===== src/rtl/majority_rr_sched.sv =====
// majority_rr_sched
//   Shares one popcount / majority-compare datapath among NREQ requesters.
//   A round-robin arbiter grants at most one vote word per cycle; the
//   popcount, the detect flag and the winning requester ID are captured in
//   a one-entry output register with valid/ready handshake. Two saturating
//   counters track accepted words and accepted words that raised detect.
//
// Ports
//   clk          rising-edge clock
//   rst_n        synchronous active-low reset
//   req_valid    per-requester valid
//   req_data     packed vote words, word i at req_data[i*DW +: DW]
//   req_ready    one-hot grant (word i accepted when valid & ready)
//   res_valid    output register holds a result
//   res_ready    downstream takes the result when valid & ready
//   res_detect   popcount >= THRESH
//   res_count    popcount of the granted word
//   res_id       index of the requester that supplied the word
//   stat_votes   saturating count of accepted words
//   stat_detects saturating count of accepted words with detect set

module majority_rr_sched #(
  parameter int NREQ   = 4,
  parameter int DW     = 8,
  parameter int THRESH = DW / 2,
  parameter int CNTW   = 16
) (
  input  logic                      clk,
  input  logic                      rst_n,
  input  logic [NREQ-1:0]           req_valid,
  input  logic [NREQ*DW-1:0]        req_data,
  output logic [NREQ-1:0]           req_ready,
  output logic                      res_valid,
  input  logic                      res_ready,
  output logic                      res_detect,
  output logic [$clog2(DW+1)-1:0]   res_count,
  output logic [$clog2(NREQ)-1:0]   res_id,
  output logic [CNTW-1:0]           stat_votes,
  output logic [CNTW-1:0]           stat_detects
);

  localparam int IDW = $clog2(NREQ);
  localparam int CW  = $clog2(DW + 1);
  localparam int P2  = 1 << $clog2(DW);

  logic [IDW-1:0] ptr;
  logic [IDW-1:0] winner;
  logic           found;
  logic           can_acc;
  logic           accept;
  logic [DW-1:0]  sel_word;
  logic [CW-1:0]  sel_count;
  logic           sel_detect;

  // Adder tree over the word padded to a power of two. Every node is CW
  // bits wide, so partial sums are zero-extended and no carry is dropped.
  // The in-place update is safe because node i is written only after
  // nodes 2i and 2i+1 have been read.
  function automatic logic [CW-1:0] popcount(input logic [DW-1:0] w);
    logic [P2-1:0] wp;
    logic [CW-1:0] s [P2];
    wp = '0;
    wp[DW-1:0] = w;
    for (int i = 0; i < P2; i++) s[i] = CW'(wp[i]);
    for (int span = P2 / 2; span >= 1; span = span / 2)
      for (int i = 0; i < span; i++) s[i] = s[2*i] + s[2*i+1];
    return s[0];
  endfunction

  // The register can take a new result when it is empty or being drained.
  assign can_acc = !res_valid || res_ready;

  // Round-robin search starting at ptr and wrapping; the first valid wins.
  always_comb begin
    found  = 1'b0;
    winner = '0;
    for (int k = 0; k < NREQ; k++) begin
      if (!found && req_valid[(int'(ptr) + k) % NREQ]) begin
        found  = 1'b1;
        winner = IDW'((int'(ptr) + k) % NREQ);
      end
    end
  end

  // Grant is suppressed during reset and whenever the result is stuck.
  always_comb begin
    req_ready = '0;
    if (rst_n && can_acc && found) req_ready[winner] = 1'b1;
  end

  assign accept     = rst_n && can_acc && found;
  assign sel_word   = req_data[int'(winner)*DW +: DW];
  assign sel_count  = popcount(sel_word);
  assign sel_detect = (32'(sel_count) >= 32'(THRESH));

  // Result register, round-robin pointer and statistics. A drain with a
  // simultaneous accept simply reloads, so the result stream has no bubble.
  always_ff @(posedge clk) begin
    if (!rst_n) begin
      res_valid    <= 1'b0;
      res_detect   <= 1'b0;
      res_count    <= '0;
      res_id       <= '0;
      ptr          <= '0;
      stat_votes   <= '0;
      stat_detects <= '0;
    end else begin
      if (accept) begin
        res_valid  <= 1'b1;
        res_count  <= sel_count;
        res_detect <= sel_detect;
        res_id     <= winner;
        ptr        <= (winner == IDW'(NREQ - 1)) ? '0 : winner + 1'b1;
        if (stat_votes != '1) stat_votes <= stat_votes + 1'b1;
        if (sel_detect && (stat_detects != '1)) stat_detects <= stat_detects + 1'b1;
      end else if (res_valid && res_ready) begin
        res_valid <= 1'b0;
      end
    end
  end

endmodule


===== config.mk =====
export PLATFORM = sky130hd
export DESIGN_NAME = majority_rr_sched
export DESIGN_NICKNAME = d
export VERILOG_FILES = /design/src/rtl/majority_rr_sched.sv
export SDC_FILE = /design/constraint.sdc
export NUM_CORES = 1
export LEC_CHECK = 0
export BUFFER_PORTS_ARGS = -buffer_cell sky130_fd_sc_hd__buf_2
export CORE_UTILIZATION = 46
export CTS_CLUSTER_DIAMETER = 30
export DETAILED_ROUTE_END_ITERATION = 7
export GPL_ROUTABILITY_DRIVEN = 1
export PLACE_DENSITY = 0.77
export SLEW_MARGIN = 20
export SYNTH_ARGS = -nofsm -noshare
export SYNTH_HDL_FRONTEND = slang
export SYNTH_SLANG_ARGS = --single-unit

===== constraint.sdc =====
create_clock -name clk -period 5.3 [get_ports clk]
set_clock_uncertainty 0.2 [all_clocks]
set_input_delay 0.53 -clock clk [delete_from_list [all_inputs] [get_ports clk]]
set_output_delay 0.53 -clock clk [all_outputs]
set_load 0.05 [all_outputs]

Yosys cells after proc, flatten, opt, wreduce, memory -nomap -nowiden
Index checks and enable logic that the tools add are counted.
- add/subtract/negate cells: 13
- multipliers: 0
- divide/modulo/power cells: 0
- $lt $le $gt $ge: 7
- equality and inequality tests: 3
- shift-type cells: 1
- mux-type cells: 25
- bitwise logic cells: 3
- reduce and logical (&&, ||, !) cells: 19
- operators by type and width (cell ; number):
    $add 16x1->16 const B ; 2
    $ne 16x16->1 const B ; 2
    $shiftx 32x6->8 ; 1
    $mux 1 ; 14
    $lt 3x4->1 const B ; 3
    $mux 2 ; 5
    $add 1x1->2 ; 4
    $bmux 1 s2 ; 4
    $logic_and 1x1->1 ; 8
    $add 2x2->3 ; 2
    $lt 2x3->1 const B ; 2
    $reduce_or 2->1 ; 3
    $add 2x1->2 const B ; 2
    $add 2x2->2 const B ; 2
    $add 3x3->4 ; 1
    $ge 4x3->1 const B ; 1
    $logic_not 1->1 ; 4
    $mux 4 ; 1
    $reduce_and 2->1 ; 2
    $and 1x1->1 const A ; 3
    $demux 1 s2 ; 1
    $eq 2x2->1 const B ; 1
    $ge 2x1->1 const B ; 1
    $reduce_bool 2->1 ; 1
    $logic_or 1x1->1 ; 1
- flip-flop bits (word level): 42
- bits in latches: 0
- RAM bits: 0
- bits in read-only memories: 0
- bits of input ports: 39
- output and inout port bits: 44
- logic and storage cells: 78
- memories: 0

Longest topological paths before layout
Gate-level depths: netlist of the first run.
- depth in word-level cells: 21
- mapped depth: 20
- gate-level depth less buffers: 18

Least setup slack after synthesis of the first run
Ideal clock, no wire load.
- path kind: input to register
- from: input req_valid[0]
- to: register stat_detects[11]
- arrival: 5.198 ns
- setup slack: -0.168 ns
- stages: 19
- path buffers: 1
- path through: nor2b_1 o21ai_0 o221ai_2 inv_2 buf_1 nand2_1 a32oi_1 fa_1 fa_1 inv_1 fa_1 inv_1 ha_1 fa_1 and2_1 a21oi_1 nand3_2 or4_1 a21oi_1
- longest elaborated chain between the ends: 19
- elaborated cells between the ends (all ways): 37
- classes of those cells: add/sub: 7; order compare: 1; shift: 1; mux: 19; reduce/logical: 9
- RTL lines (element ; line ; text):
    start: declaration ; 30 ; input logic [NREQ-1:0] req_valid,
    $bmux 1 s2 ; 78 ; if (!found && req_valid[(int'(ptr) + k) % NREQ]) begin
    $mux 1 (implied by the code) ; 78 ;
    $mux 1 ; 78 ;
    $logic_not 1->1 ; 78 ;
    $logic_and 1x1->1 ; 78 ;
    $mux 1 ; 78 ;
    $logic_not 1->1 ; 78 ;
    $logic_and 1x1->1 ; 78 ;
    [... 4 more ...] ; -- ;
    named net winner[0] ; 47 ; logic [IDW-1:0] winner;
    $shiftx 32x6->8 * ; 92 ; assign sel_word = req_data[int'(winner)*DW +: DW];
    $add 1x1->2 ; 66 ; for (int i = 0; i < span; i++) s[i] = s[2*i] + s[2*i+1];
    $add 2x2->3 ; 66 ;
    $add 3x3->4 * ; 66 ;
    $ge 4x3->1 * ; 94 ; assign sel_detect = (32'(sel_count) >= 32'(THRESH));
    $logic_and 1x1->1 * ; 115 ; if (sel_detect && (stat_detects != '1)) stat_detects <= stat_detects + 1'b1;
    $reduce_and 2->1 (no source line) * ; -- ;
    end signal: assignment ; 115 ;
    end: declaration ; 39 ; output logic [CNTW-1:0] stat_detects
The timed path passes the listed nets; every way through them passes the cells marked *. The select of a mux whose other input is x is not followed.
A chain may end at the register's enable or synchronous reset.

Worst setup path in the final report of the first run
- from: input req_valid[0]
- to: register stat_detects[15]
- longest elaborated chain between the ends: 19
- elaborated cells between the ends (all ways): 37
- classes of those cells: add/sub: 7; order compare: 1; shift: 1; mux: 19; reduce/logical: 9
- RTL lines (element ; line):
    $bmux 1 s2 ; 78
    $mux 1 (implied by the code) ; 78
    $mux 1 ; 78
    $logic_not 1->1 ; 78
    $logic_and 1x1->1 ; 78
    $mux 1 ; 78
    $logic_not 1->1 ; 78
    $logic_and 1x1->1 ; 78
    [... 3 more ...] ; --
    $mux 2 ; 78
    $shiftx 32x6->8 ; 92
    $add 1x1->2 ; 66
    $add 2x2->3 ; 66
    $add 3x3->4 ; 66
    $ge 4x3->1 ; 94
    $logic_and 1x1->1 ; 115
    $reduce_and 2->1 (no source line) * ; --
Every way passes the cells marked *; elsewhere a longest branch is shown, timed or not. The select of a mux whose other input is x is not followed.

==> results of run 1 <==
-- stage by stage --
step           util (%)  hold WS (ps)  cells
6_report          61.10         255.2    457
5_1_grt           61.10         293.8    457
4_1_cts           60.00         260.7    452
3_5_place_dp      57.86         247.5    444
3_3_place_gp      57.86         237.7    444
2_1_floorplan         -         295.0    296
-- routing by layer --
metal / wire, microns / share of wire, % / up-vias / global-route usage [%]
li1: - / - / 1247 / -
met1: 2691 / 45 / 1170 / 27.00
met2: 2984 / 50 / 46 / 36.34
met3: 211 / 3.5 / 8 / 3.748
met4: 70 / 1.2 / 0 / 8.436
met5: 0 / 0 / - / 0
-- cell type report --
cell class                 count  area share (%)
tap                           70           2.789
multi-input combinational    233           49.64
timing repair buffer          95           16.18
inverter                       9           1.076
clock buffer                   6           2.311
clock inverter                 2           1.195
sequential                    42           26.81
-- flip-flops by register name, indices dropped and copies added, names as in the netlist --
name          flops
res_detect        1
ptr               2
res_id            2
stat_votes       16
stat_detects     16
res_count         4
res_valid         1
-- cells by family after synthesis --
logic type	share of synthesized area, %
flip-flops	34.13
buffers and inverters	3.708
XOR/XNOR	3.555
AO/OA/AOI/OAI	14.22
multiplexers	4.469
AND/OR/NAND/NOR	32.10
adder cells (fa/ha/maj)	7.821
-- placed cells by master, fill, tap and decap left out, types with 3 or more instances in the layout --
| cell type | instances |
|---|---|
| dfxtp_1 | 41 |
| nand3_1 | 13 |
| inv_1 | 7 |
| nor2_1 | 16 |
| mux2i_1 | 11 |
| nand4_1 | 14 |
| and3_1 | 3 |
| or4_1 | 4 |
| o21ai_1 | 4 |
| or3_1 | 7 |
| a32oi_1 | 5 |
| xnor2_1 | 10 |
| clkbuf_8 | 5 |
| nand2_1 | 54 |
| o31ai_1 | 4 |
| fa_1 | 4 |
| a21oi_1 | 23 |
| o21ai_0 | 5 |
| and2_1 | 6 |
| nor2b_1 | 3 |
| nor4_1 | 4 |
| buf_2 | 82 |
| nand2b_1 | 4 |
| ha_1 | 9 |
| buf_4 | 13 |
-- worst min-delay path by stage --
stage	start	to	slack, ps	cells after the start
2_1_floorplan	ptr[1]$_SDFFE_PN0P_	ptr[1]$_SDFFE_PN0P_	290	2
3_3_place_gp	res_count[3]$_SDFFE_PN0P_	res_count[3]$_SDFFE_PN0P_	240	2
3_5_place_dp	res_count[1]$_SDFFE_PN0P_	res_count[1]$_SDFFE_PN0P_	250	2
4_1_cts	res_count[3]$_SDFFE_PN0P_	res_count[3]$_SDFFE_PN0P_	260	2
5_1_grt	res_count[3]$_SDFFE_PN0P_	res_count[3]$_SDFFE_PN0P_	290	2
6_report	res_count[3]$_SDFFE_PN0P_	res_count[3]$_SDFFE_PN0P_	260	2
-- power groups by stage --
| stage | clock (uW) | sequential, uW | combinational (uW) |
|---|---|---|---|
| global placement | 0 | 370 | 617 |
| finish | 253 | 364 | 688 |
| CTS | 259 | 364 | 645 |
| detailed placement | 0 | 371 | 640 |
| global route | 272 | 369 | 765 |
| floorplan | 0 | 447 | 389 |
-- worst max-delay path, cell delays in order --
cell      delay [ps]
buf_2            120
nor2b_2          170
a21oi_1           60
o221ai_2         160
buf_4            190
nand2_1           60
a32oi_1          240
fa_1             480
fa_1             550
inv_1             60
fa_1             560
inv_1             50
ha_1             210
fa_1             380
and2_1           180
a21oi_2          210
nand3_4          170
buf_4            230
or3_1            340
a21oi_1          140
-- timing repair --
item | in CTS | in global routing
gates resized for setup | 0 | 6
buffers inserted | 0 | 5
endpoints found under the setup margin | 0 | 9
==> flow_metrics.tcl, run 1 <==
set metrics [dict create \
    status "completed" \
    vias 2471 \
    r2r_slack_ps 270 \
    startpoint "req_valid[0]" \
    wl_per_cell_microns 13.04 \
    slew_viol_final 0 \
    cp_max_fo 13 \
    fmax_mhz 198.1 \
    final-setup-viol-count 0 \
    slew-limit-headroom_pct 56.60 \
    start_util_pct 47.93 \
    gr-total-overflow 0 \
    cts_tree "yes" \
    ir_drop_v 0.0001948 \
    maxCapViolCount 0 \
    path_clk_slew_ps 80 \
    clock_latency_ps 300 \
    switching_share_pct 41.24 \
    drive_gt1_share_pct 30.75 \
    hold_violations 0 \
    dp_hpwl_microns 4266 \
    post-place-ws_ps -126.0 \
    crit_path_end "stat_detects[15]$_SDFFE_PN0P_" \
    grt_max_degree 27 \
    power.switching_uw 538.3 \
    die_w_microns 75.18 \
    grt_pass1_wl_microns 9301 \
    pwr-share-comb_pct 52.7 \
    cts.sinks 42 \
    r2r_end "stat_detects[15]$_SDFFE_PN0P_" \
    cts_buffers 5 \
    min_period_over_period_pct 95.25 \
    dieHeight_microns 75.18 \
    synth_nets 348 \
    syn-cell-area_sq_um 2464 \
    fin_area_sq_um 3141 \
    worstMarginPinSlew_ps 651.0 \
    finalSetupTns_ps 0 \
    async_flop_share_pct 0 \
    power_density_nw_per_um2 415.6 \
    critPathCaptureType "flip-flop" \
    track_usage_pct 21.38 \
    worst_setup_path_start_kind "primary input" \
    r2r-start "ptr[0]$_SDFFE_PN0P_" \
    ys.flop_type "dfxtp_1" \
    ys_ff_latch 42 \
    via_per_inst 5.407 \
    period_minus_slack_ps 5048 \
    arrival_ps 5080 \
    crit_required_ps 5330 \
    total_power_uw 1305 \
    core_sq_um 5140 \
    ys_seq_area_share_pct 34.13 \
    antenna_found_initial 0 \
    drc 0 \
    h-tree-depth 2 \
    multi_input_area_sq_um 1559 \
    regArea_sq_um 842.1 \
    clockPowerShare_pct 19.4 \
    post_dp_cell_area_sq_um 2974 \
    seqPwrFrac_pct 27.9 \
    io_pins 83 \
    worstSetupPathType "in2reg" \
    clk_path_buf_depth 2 \
    reg2regPathDepth 19 \
    cts-root-buf "clkbuf_8" \
    antenna_cells 0 \
    syn2layout_area_growth_pct 27.48 \
    synth_top_area_cell "dfxtp_1" \
    num_rows 26 \
    detailedRoute.firstIterationViolations 145 \
    synth_cell_types 50 \
    ant_nets 0 \
    grt_pass1_vias 2097 \
    setup_ws_ps 252.0 \
    hold_buffers 0 \
    synth_commonest_cells "nand2_1, dfxtp_1, a21oi_1" \
    synth.avg_cell_area_sq_um 8.323 \
    synth_edf_count 0 \
    p_leak_uw 0.001424 \
    drt-total-wl_microns 5958 \
    dr.pass1.iters 4 \
    yosysTopAreaCellShare_pct 34.13 \
    gp_congestion 0.7820 \
    fillCellCount 505 \
    io_buffers 82 \
    intPower_uw 767.0 \
    layout.nets 438 \
    synth_cells 296 \
    die_area_sq_um 5652 \
    yosys_warnings 0 \
    hold_path_class "reg2reg" \
    yosysMostFrequentCell "nand2_1" \
    synth_area_leaders "dfxtp_1, nand2_1, a21oi_1" \
]
Note: power is estimated with default switching activity, not from simulation.
==> inputs of run 2 (changes only) <==
--- a/config.mk
+++ b/config.mk
@@ -6,11 +6,14 @@
 export NUM_CORES = 1
 export LEC_CHECK = 0
 export BUFFER_PORTS_ARGS = -buffer_cell sky130_fd_sc_hd__buf_2
+export CORE_ASPECT_RATIO = 0.75
 export CORE_UTILIZATION = 46
 export CTS_CLUSTER_DIAMETER = 30
 export DETAILED_ROUTE_END_ITERATION = 7
 export GPL_ROUTABILITY_DRIVEN = 1
+export GPL_TIMING_DRIVEN = 0
 export PLACE_DENSITY = 0.77
+export SKIP_LAST_GASP = 1
 export SLEW_MARGIN = 20
 export SYNTH_ARGS = -nofsm -noshare
 export SYNTH_HDL_FRONTEND = slang
==> flow_metrics.tcl, run 2 (synthesis gave the netlist of run 1 again) <==
set metrics [dict create \
    grt_pass1_wl_microns 10690 \
    fin_area_sq_um 3257 \
    dieHeight_microns 65.38 \
    worst_setup_path_start_kind "primary input" \
    fillCellCount 434 \
    ir_drop_v 0.0001950 \
    layout.nets 446 \
    period_minus_slack_ps 5062 \
    grt_pass1_vias 2249 \
    hold_violations 0 \
    drc 0 \
    r2r_end "stat_detects[14]$_SDFFE_PN0P_" \
    drive_gt1_share_pct 33.67 \
    multi_input_area_sq_um 1628 \
    reg.largest.list "stat_detects (16), stat_votes (16), res_count (4)" \
    vias 2590 \
    io_buffers 82 \
    hold_buffers 0 \
    antenna_found_initial 0 \
    regArea_sq_um 843.3 \
    h-tree-depth 2 \
    antenna_cells 0 \
    reg2regPathDepth 20 \
    rsz0062_at_grt "no" \
    hold_end "res_count[3]$_SDFFE_PN0P_" \
    grt_max_degree 14 \
    slew_viol_final 0 \
    post_dp_cell_area_sq_um 2977 \
    io_pins 83 \
    gr-total-overflow 0 \
    slew-limit-headroom_pct 61.53 \
    crit_required_ps 5330 \
    wl_per_cell_microns 14.01 \
    clock_latency_ps 300 \
    power_density_nw_per_um2 400.5 \
    cts.sinks 42 \
    mostFrequentLayoutCell "buf_2" \
    cp_max_fo 8 \
    p_leak_uw 0.001454 \
    cts_buffers 5 \
    die_area_sq_um 5655 \
    holdWs_ps 256.9 \
    drt-total-wl_microns 6543 \
    arrival_ps 5100 \
    num_rows 22 \
    dp_hpwl_microns 4807 \
    final-setup-viol-count 0 \
    cts-root-buf "clkbuf_8" \
    r2r_slack_ps 280 \
    path_clk_slew_ps 80 \
    syn2layout_area_growth_pct 32.20 \
    maxCapViolCount 0 \
    worstHoldStart "res_count[3]$_SDFFE_PN0P_" \
    hold_depth 2 \
    worstSetupPathType "in2reg" \
    detailedRoute.firstIterationViolations 87 \
    final_cell_mix "buf_2, nand2_1, dfxtp_1, a21oi_1, nor2_1" \
    die_w_microns 86.51 \
    min_period_over_period_pct 95.50 \
    cts_tree "yes" \
    r2r-start "ptr[0]$_SDFFE_PN0P_" \
    ant_nets 0 \
    clk_path_buf_depth 2 \
    worstMarginPinSlew_ps 577.0 \
    gp_congestion 0.8181 \
    dr.pass1.iters 4 \
    status "completed" \
    finalSetupTns_ps 0 \
    fmax_mhz 197.6 \
    start_util_pct 49.18 \
    hold_path_class "reg2reg" \
    via_per_inst 5.546 \
    critPathCaptureType "flip-flop" \
    track_usage_pct 23.96 \
    core_sq_um 5010 \
]
-- run 2: through the flow --
stage / cells / setup WS [ps] / util, % / total power (uW)
2_1_floorplan: 296 / 28.31 / - / 835.8
3_3_place_gp: 450 / -575.6 / 59.42 / 955.4
3_5_place_dp: 450 / -659.3 / 59.42 / 979.5
4_1_cts: 461 / 23.34 / 63.09 / 1255
5_1_grt: 467 / 49.63 / 65.01 / 1404
6_report: 467 / 238.3 / 65.01 / 1304
-- run 2: area by class of cell --
type                            count  area share, %
Inverter                            9          1.114
Tap cell                           72          2.766
Clock buffer                        6          2.536
Buffer                             12          2.536
Timing Repair Buffer               91          14.79
Clock inverter                      2         0.3842
Multi-Input combinational cell    233          49.98
Sequential cell                    42          25.89
-- run 2: worst max path at each step --
stage / depth (start not counted) / startpoint / end
after floorplan: 19 / req_valid[0] / stat_detects[11]$_SDFFE_PN0P_
after global placement: 20 / req_valid[0] / stat_detects[9]$_SDFFE_PN0P_
after detailed placement: 20 / req_valid[0] / stat_detects[11]$_SDFFE_PN0P_
after CTS: 20 / req_valid[2] / stat_detects[11]$_SDFFE_PN0P_
after global routing: 21 / req_valid[0] / stat_detects[14]$_SDFFE_PN0P_
final: 21 / req_valid[0] / stat_detects[14]$_SDFFE_PN0P_
-- run 2: worst max-delay path: stages --
cell and delay [ps]:
buf_2 120, nor2b_4 170, a21oi_2 50, o221ai_4 210
buf_6 140, buf_4 150, nand2_1 80, a32oi_2 250
fa_1 450, fa_1 510, inv_1 60, fa_1 530
inv_1 40, ha_2 190, fa_2 380, and2_1 200
a21oi_4 180, buf_4 140, nand4_1 140, or3_4 420
a21oi_2 130
-- run 2: per-layer routing --
metal	GRT usage (%)	routed length, microns	vias to the layer above
met5	0	0	-
met4	6.250	64	0
met3	4.020	352	7
met2	37.60	3049	73
met1	34.09	3077	1236
li1	-	-	1274
-- run 2: timing repair --
item | in CTS | in global routing
pin swaps | 4 | 7
setup endpoints to repair | 16 | 16
buffers inserted | 3 | 6
resized for setup | 14 | 15
-- run 2: where the power goes --
part           switching (uW)  leakage [uW]  internal [uW]
registers                21.9      0.000342            344
clock network             116     0.0000472            105
logic                     432       0.00107            286
total                     569       0.00145            735
==> inputs of run 3 (changes only) <==
==> constraint.sdc (replaced) <==
create_clock -name clk -period 5.3 [get_ports clk]
set_clock_uncertainty 0.2 [all_clocks]
set_input_delay 0.265 -clock clk [delete_from_list [all_inputs] [get_ports clk]]
set_output_delay 0.265 -clock clk [all_outputs]
set_load 0.05 [all_outputs]
==> flow_metrics.tcl, run 3 (synthesis gave the netlist of run 1 again) <==
set metrics [dict create \
    ir_drop_v 0.0001785 \
    worstSetupPathType "reg2reg" \
    p_leak_uw 0.001409 \
    status "completed" \
    die_w_microns 86.51 \
    crit_slowest_cell "fa_1" \
    path_buf_inv 3 \
    ant_nets 0 \
    wl_per_cell_microns 13.07 \
    io_buffers 82 \
    via_per_inst 5.380 \
    rsz0062_at_grt "no" \
    power_density_nw_per_um2 389.7 \
    start_util_pct 49.18 \
    drc 0 \
    slew_viol_final 0 \
    min_period_over_period_pct 95.00 \
    crit_required_ps 5340 \
    gr-total-overflow 0 \
    final_util_pct 63.19 \
    grt_pass1_wl_microns 9570 \
    cp_common_cell "fa_1" \
    cts-root-buf "clkbuf_8" \
    total_power_uw 1234 \
    antenna_cells 0 \
    final-setup-viol-count 0 \
    clock_latency_ps 300 \
    layout.nets 439 \
    drt-total-wl_microns 6010 \
    cp_max_fo 11 \
    cts.sinks 42 \
    hold_violations 0 \
    cp_slowest_stage_delay_ps 550 \
    hold_path_class "in2reg" \
    syn2layout_area_growth_pct 28.49 \
    crit_chain "a21o_1 -> a21boi_0 -> o22ai_2 -> buf_2 -> a32oi_2 -> fa_1 -> fa_1 -> inv_1 -> fa_1 -> inv_1 -> ha_1 -> fa_2 -> and2_1 -> a21oi_4 -> nand3_4 -> nor4_1 -> mux2i_1" \
    detailedRoute.firstIterationViolations 103 \
    path_clk_slew_ps 80 \
    clk_path_buf_depth 2 \
    track_usage_pct 21.45 \
    dp_hpwl_microns 4518 \
    io_pins 83 \
    critPathCaptureType "flip-flop" \
    num_rows 22 \
    maxCapViolCount 0 \
    fmax_mhz 198.6 \
    arrival_ps 5080 \
    cts_buffers 5 \
    h-tree-depth 2 \
    drive_gt1_share_pct 31.19 \
    gp_congestion 0.8200 \
    reg.largest.list "stat_detects (16), stat_votes (16), res_count (4)" \
    final_cell_mix "buf_2, nand2_1, dfxtp_1, a21oi_1, nor2_1" \
    cp_top_family "adder cells" \
    dieHeight_microns 65.38 \
    vias 2475 \
    worstMarginPinSlew_ps 528.7 \
    antenna_found_initial 0 \
    worst_setup_path_start_kind "flip-flop" \
    grt_max_degree 14 \
    core_sq_um 5010 \
    slew-limit-headroom_pct 64.49 \
    grt_pass1_vias 2055 \
    cts_tree "yes" \
    die_area_sq_um 5655 \
    dr.pass1.iters 4 \
    holdWs_ps 84.03 \
    hold_buffers 0 \
    mostFrequentLayoutCell "buf_2" \
    fillCellCount 457 \
    period_minus_slack_ps 5035 \
]
## run 3: what timing repair did
action | CTS | global route
buffers inserted | 2 | 0
endpoints found under the setup margin | 16 | 16
pin swaps | 2 | 3
hold endpoints to repair | 0 | 0
gates resized for setup | 12 | 12
## run 3: routing by layer
metal / track usage (%) / vias up / routed length [microns]
met3: 4.523 / 6 / 338
met1: 30.76 / 1144 / 2939
li1: - / 1257 / -
met2: 32.94 / 68 / 2686
met4: 5.000 / 0 / 45
met5: 0 / - / 0
## run 3: worst register-to-register path: cells and delay by family (launching register included)
kind	cells	cell delay, ps
compound gates	5	720
fa+ha+maj	5	2200
buf+inv	3	370
flops	1	480
mux	1	220
simple gates	3	780
## run 3: through the flow
step	area [sq um]	setup slack, ps	cells	TNS (ps)
5_1_grt	3166	3.400	460	0
4_1_cts	3122	53.47	460	0
3_3_place_gp	2964	-576.8	450	-7147
6_report	3166	265.2	460	0
3_5_place_dp	2964	-583.7	450	-7386
2_1_floorplan	2464	84.83	296	0
## run 3: report_power, final
part / internal [uW] / switching (uW) / total [uW] / leakage [uW]
Sequential: 344 / 20.8 / 364 / 0.000341
Clock: 105 / 113 / 218 / 0.0000472
Combinational: 242 / 409 / 651 / 0.00102
Total: 690 / 543 / 1230 / 0.00141
## run 3: path summary, 6_finish.rpt
kind | start | endpoint | slack (ps) | depth (start not counted)
worst min-delay path | rst_n | stat_votes[14]$_SDFFE_PN0P_ | 80 | 3
worst min register to register | res_count[1]$_SDFFE_PN0P_ | res_count[1]$_SDFFE_PN0P_ | 260 | 2
worst max register to register | ptr[1]$_SDFFE_PN0P_ | stat_detects[13]$_SDFFE_PN0P_ | 270 | 17
worst max-delay path | ptr[1]$_SDFFE_PN0P_ | stat_detects[13]$_SDFFE_PN0P_ | 270 | 17
## run 3: cell type report
type                       instances  area [sq um]  area share [%]
buffer                            12         70.07           2.213
clock buffer                       6         82.58           2.609
clock inverter                     2         12.51          0.3953
inverter                           9         36.28           1.146
multi-input combinational        233          1607           50.75
sequential                        42         842.1           26.60
tap                               72         90.09           2.846
timing repair buffer              84         425.4           13.44
